File: config.mk
export PLATFORM = sky130hd
export DESIGN_NAME = dmem_responder
export DESIGN_NICKNAME = d
export VERILOG_FILES = /design/src/rtl/rv32i_types.sv /design/src/rtl/dmem_byte_merge.sv /design/src/rtl/dmem_responder.sv
export SDC_FILE = /design/constraint.sdc
export NUM_CORES = 1
export LEC_CHECK = 0
export CAP_MARGIN = 0
export CORE_MARGIN = 2
export CORE_UTILIZATION = 48
export DETAILED_ROUTE_END_ITERATION = 8
export GPL_ROUTABILITY_DRIVEN = 1
export GPL_TIMING_DRIVEN = 0
export PLACE_DENSITY_LB_ADDON = 0.1
export SETUP_SLACK_MARGIN = 0.15
export SLEW_MARGIN = 20
export SYNTH_ARGS = -nofsm -noshare
export SYNTH_HDL_FRONTEND = slang
export SYNTH_SLANG_ARGS = --single-unit
export TNS_END_PERCENT = 100
File: constraint.sdc
create_clock -name clk -period 15.1 [get_ports clk]
set_input_delay 3.02 -clock clk [delete_from_list [all_inputs] [get_ports clk]]
set_output_delay 3.02 -clock clk [all_outputs]
set_load 0.02 [all_outputs]
File: src/rtl/rv32i_types.sv
// rv32i_types: shared FSM state encoding, beat/word geometry constants and the
// word-select helper used by the data-memory responder.
package rv32i_types;

  // Responder FSM states.
  typedef enum logic [2:0] {
    ST_IDLE    = 3'd0,
    ST_RD_REQ  = 3'd1,
    ST_RD_WAIT = 3'd2,
    ST_WR_REQ  = 3'd3,
    ST_RESP    = 3'd4
  } dmem_state_e;

  // A beat is 64 bits (8 bytes): the low 3 address bits index inside it.
  localparam int unsigned BEAT_OFFSET_W = 3;
  // Address bit that picks the 32-bit word within a beat.
  localparam int unsigned WORD_SEL_BIT  = 2;
  localparam int unsigned WORD_W        = 32;
  localparam int unsigned BEAT_W        = 64;

  // Pick the 32-bit word of a beat: sel=0 -> bits 31:0, sel=1 -> bits 63:32.
  function automatic logic [WORD_W-1:0] select_word(input logic [BEAT_W-1:0] beat,
                                                    input logic              sel);
    return sel ? beat[BEAT_W-1:WORD_W] : beat[WORD_W-1:0];
  endfunction

endpackage

File: src/rtl/dmem_byte_merge.sv
// dmem_byte_merge: writes the enabled bytes of a 32-bit store into the
// selected word of a 64-bit beat; all other bytes pass through unchanged.
module dmem_byte_merge
  import rv32i_types::*;
(
  input  logic [BEAT_W-1:0] beat_i,
  input  logic              word_sel_i,
  input  logic [3:0]        wmask_i,
  input  logic [WORD_W-1:0] wdata_i,
  output logic [BEAT_W-1:0] beat_o
);

  // Overwrite only the masked bytes of the chosen word.
  always_comb begin
    beat_o = beat_i;
    for (int b = 0; b < 4; b++) begin
      if (wmask_i[b]) begin
        if (word_sel_i) begin
          beat_o[WORD_W + 8*b +: 8] = wdata_i[8*b +: 8];
        end else begin
          beat_o[8*b +: 8] = wdata_i[8*b +: 8];
        end
      end
    end
  end

endmodule

File: src/rtl/dmem_responder.sv
// dmem_responder: turns 32-bit core load/store requests into 64-bit beat
// transactions. Loads read one beat; stores do read-modify-write. Optional
// one-entry beat buffer enabled by the DMEM_BEAT_BUF_EN macro.
//
// Handshakes:
//   core side  - a request is offered while dmem_rmask|dmem_wmask is nonzero
//                and held stable until the single-cycle dmem_resp pulse.
//   bmem read  - bmem_read is high only in a cycle where bmem_ready is high;
//                that cycle is the transfer. Beats return later on
//                bmem_rvalid tagged with bmem_raddr; only a tag equal to the
//                outstanding beat address is consumed.
//   bmem write - bmem_write and bmem_wdata are held until a cycle with
//                bmem_ready high; that cycle is the transfer.
module dmem_responder
  import rv32i_types::*;
#(
  parameter int ADDR_W = 32
) (
  input  logic              clk,
  input  logic              rst,
  input  logic              flush,
  input  logic [ADDR_W-1:0] dmem_addr,
  input  logic [3:0]        dmem_rmask,
  input  logic [3:0]        dmem_wmask,
  input  logic [31:0]       dmem_wdata,
  output logic [31:0]       dmem_rdata,
  output logic              dmem_resp,
  output logic [ADDR_W-1:0] bmem_addr,
  output logic              bmem_read,
  output logic              bmem_write,
  output logic [63:0]       bmem_wdata,
  input  logic              bmem_ready,
  input  logic [ADDR_W-1:0] bmem_raddr,
  input  logic [63:0]       bmem_rdata,
  input  logic              bmem_rvalid,
  output logic [2:0]        dbg_state_o
);

  // FSM state and the request latched at acceptance.
  dmem_state_e       state_q;
  logic [ADDR_W-1:0] beat_addr_q;
  logic              word_sel_q;
  logic [3:0]        wmask_q;
  logic [31:0]       wdata_q;
  logic              is_store_q;
  logic              flushed_q;

  // Registered outputs.
  logic [31:0]       rdata_q;
  logic              resp_q;
  logic              write_q;
  logic [63:0]       wbeat_q;

  // Live-request decode, used only in IDLE.
  logic              req_valid;
  logic              req_store;
  logic [ADDR_W-1:0] req_beat;
  logic              beat_match;
  logic              load_flush;

  // Low address bits only select bytes via the masks.
  logic              unused_addr_lsbs;

  assign unused_addr_lsbs = ^dmem_addr[1:0];

  assign req_valid  = (|dmem_rmask) | (|dmem_wmask);
  // A request with any write byte enabled is a store, even if rmask is set.
  assign req_store  = |dmem_wmask;
  assign req_beat   = {dmem_addr[ADDR_W-1:BEAT_OFFSET_W], {BEAT_OFFSET_W{1'b0}}};
  assign beat_match = bmem_rvalid && (bmem_raddr == beat_addr_q);
  // Flush only ever cancels loads.
  assign load_flush = flush & ~is_store_q;

  // Beat buffer: last beat seen, so repeated accesses to it skip the read.
  logic              buf_hit;
  logic [63:0]       buf_beat;

`ifdef DMEM_BEAT_BUF_EN
  logic              buf_valid_q;
  logic [ADDR_W-1:0] buf_addr_q;
  logic [63:0]       buf_data_q;

  assign buf_hit  = buf_valid_q && (buf_addr_q == req_beat);
  assign buf_beat = buf_data_q;
`else
  assign buf_hit  = 1'b0;
  assign buf_beat = '0;
`endif

  // Merge source: the buffered beat with live inputs on an IDLE store hit,
  // otherwise the returning bmem beat with the latched request.
  logic [63:0] merge_src;
  logic        merge_sel;
  logic [3:0]  merge_wmask;
  logic [31:0] merge_wdata;
  logic [63:0] merged_beat;

  // Select merge operands depending on which path produces the old beat.
  always_comb begin
    merge_src   = bmem_rdata;
    merge_sel   = word_sel_q;
    merge_wmask = wmask_q;
    merge_wdata = wdata_q;
    if (state_q == ST_IDLE) begin
      merge_src   = buf_beat;
      merge_sel   = dmem_addr[WORD_SEL_BIT];
      merge_wmask = dmem_wmask;
      merge_wdata = dmem_wdata;
    end
  end

  dmem_byte_merge u_merge (
    .beat_i     (merge_src),
    .word_sel_i (merge_sel),
    .wmask_i    (merge_wmask),
    .wdata_i    (merge_wdata),
    .beat_o     (merged_beat)
  );

`ifdef DMEM_BEAT_BUF_EN
  // Buffer fill on every matching read beat and update on every store merge.
  always_ff @(posedge clk or posedge rst) begin
    if (rst) begin
      buf_valid_q <= 1'b0;
      buf_addr_q  <= '0;
      buf_data_q  <= '0;
    end else if (state_q == ST_RD_WAIT && beat_match) begin
      buf_valid_q <= 1'b1;
      buf_addr_q  <= beat_addr_q;
      buf_data_q  <= is_store_q ? merged_beat : bmem_rdata;
    end else if (state_q == ST_IDLE && req_valid && req_store && buf_hit) begin
      buf_data_q  <= merged_beat;
    end
  end
`endif

  // Responder FSM with registered outputs.
  always_ff @(posedge clk or posedge rst) begin
    if (rst) begin
      state_q     <= ST_IDLE;
      beat_addr_q <= '0;
      word_sel_q  <= 1'b0;
      wmask_q     <= '0;
      wdata_q     <= '0;
      is_store_q  <= 1'b0;
      flushed_q   <= 1'b0;
      rdata_q     <= '0;
      resp_q      <= 1'b0;
      write_q     <= 1'b0;
      wbeat_q     <= '0;
    end else begin
      case (state_q)
        ST_IDLE: begin
          if (req_valid) begin
            beat_addr_q <= req_beat;
            word_sel_q  <= dmem_addr[WORD_SEL_BIT];
            wmask_q     <= dmem_wmask;
            wdata_q     <= dmem_wdata;
            is_store_q  <= req_store;
            flushed_q   <= flush & ~req_store;
            if (buf_hit) begin
              if (req_store) begin
                wbeat_q <= merged_beat;
                write_q <= 1'b1;
                state_q <= ST_WR_REQ;
              end else if (!flush) begin
                rdata_q <= select_word(buf_beat, dmem_addr[WORD_SEL_BIT]);
                resp_q  <= 1'b1;
                state_q <= ST_RESP;
              end
              // A flushed load hit needs no bmem work: stay in IDLE.
            end else begin
              state_q <= ST_RD_REQ;
            end
          end
        end

        ST_RD_REQ: begin
          flushed_q <= flushed_q | load_flush;
          if (bmem_ready) begin
            state_q <= ST_RD_WAIT;
          end
        end

        ST_RD_WAIT: begin
          if (beat_match) begin
            if (is_store_q) begin
              wbeat_q <= merged_beat;
              write_q <= 1'b1;
              state_q <= ST_WR_REQ;
            end else if (flushed_q || load_flush) begin
              // Cancelled load: beat consumed, nothing reported.
              state_q <= ST_IDLE;
            end else begin
              rdata_q <= select_word(bmem_rdata, word_sel_q);
              resp_q  <= 1'b1;
              state_q <= ST_RESP;
            end
          end else begin
            flushed_q <= flushed_q | load_flush;
          end
        end

        ST_WR_REQ: begin
          if (bmem_ready) begin
            write_q <= 1'b0;
            rdata_q <= '0;
            resp_q  <= 1'b1;
            state_q <= ST_RESP;
          end
        end

        ST_RESP: begin
          resp_q  <= 1'b0;
          state_q <= ST_IDLE;
        end

        default: begin
          resp_q  <= 1'b0;
          write_q <= 1'b0;
          state_q <= ST_IDLE;
        end
      endcase
    end
  end

  assign dmem_rdata  = rdata_q;
  // A flush arriving in the RESP cycle of a load still suppresses it.
  assign dmem_resp   = resp_q & ~load_flush;
  assign bmem_addr   = beat_addr_q;
  // The read strobe is the transfer cycle itself, so it follows ready.
  assign bmem_read   = (state_q == ST_RD_REQ) & bmem_ready;
  assign bmem_write  = write_q;
  assign bmem_wdata  = wbeat_q;
  assign dbg_state_o = state_q;

endmodule

==> impl_metrics.json <==
{
  "initial_core_util": 0.493,
  "drv_cap": 0,
  "ys_seq_area_frac": 0.516,
  "critPathBufInv": 2,
  "yosys-top-cells-area": "dfrtp_1, mux2_2, nand2_1",
  "fin_crit_ns": 7.40,
  "grt_pass1_wl_um": 38100,
  "coreArea_um2": 16600,
  "tns_ns": 0,
  "critPathCaptureType": "primary output",
  "critPathRequiredTime_ns": 12.08,
  "crit_top_cell": "clkdlybuf4s50_1",
  "cts_buffer_depth": 2,
  "root_buffer": "clkbuf_16",
  "io_buffers": 301,
  "arrival_ns": 4.38,
  "wl_met2_um": 12000,
  "dieArea_um2": 18200,
  "crit_path_max_incr_delay_ns": 0.62,
  "clock_latency_ns": 0.43,
  "first_global_vias": 7002,
  "drc": 0,
  "drv_slew": 0,
  "antenna_found_initial": 0,
  "synth_compound_area_frac": 0.0555,
  "worst_slew_pin_slew_ns": 1.11,
  "synth_cells": 763,
  "dieHeight_um": 135,
  "drt_wl_total_um": 24500,
  "numCtsBuffers": 17,
  "dr.pass1.iters": 5,
  "worstSetupPathType": "input pin to primary output",
  "ant_nets": 0,
  "vias": 6886,
  "avgViaCountPerCell": 5.21,
  "nNetsFinal": 1260,
  "synth_edf_count": 0,
  "clock_skew_ns": 0.0105,
  "synth.avg_cell_area_um2": 10.8,
  "p_leak_nw": 5.47,
  "min_path_type": "flip-flop to flip-flop",
  "gp_congestion": 0.810,
  "area_growth_pct": 48.0,
  "syn_area_um2": 8200,
  "globalRouteTotalUtil": 0.274,
  "totalPowerFinal_mw": 1.82,
  "drt_iter0_drc": 341,
  "holdBufCountCts": 0,
  "hold_viol": 0,
  "critPathTopFamily": "buffers and inverters",
  "synth_ff_type": "dfrtp_1",
  "route.met3.wl_um": 1720,
  "synth.ff_latch_count": 169,
  "tritoncts": "yes",
  "htree_levels": 4,
  "cts_setup_buffers": 0,
  "irDropWorstVdd_v": 0.000106,
  "dp_cells": 1288,
  "muxShareOfSynthArea": 0.216,
  "slew-limit-headroom": 0.257,
  "maxUsedRoutingLayer": "met4",
  "clock-sinks": 169,
  "num-fill-cells": 1236,
  "final_cell_count_no_fill": 1321,
  "cp_max_fo": 4,
  "crit_path_start_kind": "input pin",
  "clkTransAtPathRegs_ns": 0.07,
  "grt_overflow_total": 0,
  "synth_xor_area_frac": 0.0320,
  "rows": 47,
  "hold-worst-slack_ns": 0.485,
  "pwr_density_cell_nw_per_um2": 150,
  "synth_top_family_by_area": "multiplexers",
  "routedWlPerCell_um": 18.6,
  "fmax_mhz": 135,
  "synth_top_area_frac": 0.516,
  "synth_cell_types": 43,
  "io_pins": 307,
  "pre_cts_ws_ns": 7.70,
  "dp_hpwl_um": 18200,
  "grt_start_max_net_pins": 66,
  "yosys.area_share.simple": 0.137,
  "synth_top_cell_by_area": "dfrtp_1",
  "setup_violations": 0,
  "crit_chain": "clkdlybuf4s50_1 -> and3_1 -> clkdlybuf4s50_1",
  "fin_crit_sh": 0.490,
  "synthAdderAreaFrac": 0,
  "crit_slowest_cell": "clkdlybuf4s50_1",
  "synthArstFlopShare": 1.00,
  "drive_gt1_frac": 0.129,
  "status": "finished, final reports clean",
  "m1WireLength_um": 10200,
  "cts_resized": 0,
  "yosys_warnings": 0,
  "setup_ws_ns": 7.70,
  "rsz0062_at_grt": "no",
  "dieWidth_um": 135
}
-- registers in the layout, summed over array words and instances, names as in the netlist --
name,count
wmask_q,4
is_store_q,1
dbg_state_o,3
wdata_q,32
bmem_wdata,64
dmem_rdata,32
resp_q,1
bmem_addr,29
bmem_write,1
flushed_q,1
word_sel_q,1
-- path summary, 6_finish.rpt --
| path | start | depth (start not counted) | endpoint | slack [ns] |
|---|---|---|---|---|
| min in group asynchronous | rst | 2 | bmem_addr[20] | 2.97 |
| min reg2reg | bmem_wdata[3] | 1 | bmem_wdata[3] | 0.48 |
| max in group asynchronous | rst | 4 | bmem_wdata[10] | 11.15 |
| max reg2reg | dbg_state_o[2] | 6 | bmem_wdata[2] | 12.40 |
| min | bmem_wdata[3] | 1 | bmem_wdata[3] | 0.48 |
| max | bmem_ready | 3 | bmem_read | 7.70 |
-- cell families (layout without fill, tap and decap cells) --
group	Yosys count	count (layout)
flip-flops	169	169
AND/OR/NAND/NOR	267	267
XOR/XNOR	30	30
AO/OA/AOI/OAI	57	57
buffers and inverters	78	413
other	1	4
multiplexers	161	161
-- report_power, final --
part	total [mW]	leakage [nW]	switching [mW]	internal, mW
clock	0.421	0.262	0.189	0.233
sequential	0.638	2.24	0.0877	0.550
combinational	0.756	2.97	0.420	0.336
total	1.82	5.47	0.697	1.12
-- layout make-up --
cell class / count / area, µm² / share of cell area
well taps: 220 / 275 / 0.0227
clock inverters: 13 / 121 / 0.0100
diodes: 1 / 2.50 / 0.000206
multi-input cells: 518 / 3640 / 0.300
flip-flops and latches: 169 / 4230 / 0.348
repair buffers: 303 / 3070 / 0.253
inverters: 37 / 146 / 0.0121
clock buffers: 19 / 443 / 0.0365
plain buffers: 41 / 216 / 0.0178
-- cells in the final DEF (no fill, tap or decap), types with 2 or more instances in the layout --
cell type          n
a22o_1             4
a31oi_1            2
a31oi_2            2
buf_1              4
buf_16             2
buf_2              8
buf_4              4
buf_6              5
clkbuf_1          21
clkbuf_16         17
clkdlybuf4s50_1  301
clkinv_2           2
clkinv_4           2
clkinvlp_4         5
conb_1             3
dfrtp_1          169
inv_1             36
inv_6              3
mux2_1            45
mux2_2            84
mux2i_1           32
nand2_1          225
nand2b_1           3
nand3_1           10
nand3b_1           2
nand4_1            5
nor2_1             2
nor2b_1            2
nor3b_1            4
nor4_1             7
o21ai_0            6
o221ai_1          32
o31ai_1            2
xnor2_1           14
xor2_1            16
-- synth_stat cells, types with 6 or more instances --
master    number
xor2_1        16
mux2_2        84
mux2_1        45
nand3_1       10
clkbuf_1      20
mux2i_1       32
o221ai_1      32
nand2_1      225
nor4_1         7
dfrtp_1      169
xnor2_1       14
buf_2          8
o21ai_0        6
inv_1         37
-- metal layers --
metal	up-vias	track usage
met5	-	0
met4	0	0.106
met3	32	0.0638
met2	253	0.458
met1	3344	0.347
li1	3257	-
-- metrics by stage --
| step | util | area (µm²) |
|---|---|---|
| after floorplan | - | 8210 |
| after global placement | 0.691 | 11500 |
| after detailed placement | 0.695 | 11600 |
| after CTS | 0.729 | 12100 |
| after global routing | 0.729 | 12100 |
| final | 0.729 | 12100 |
Note: power is estimated with default switching activity, not from simulation.
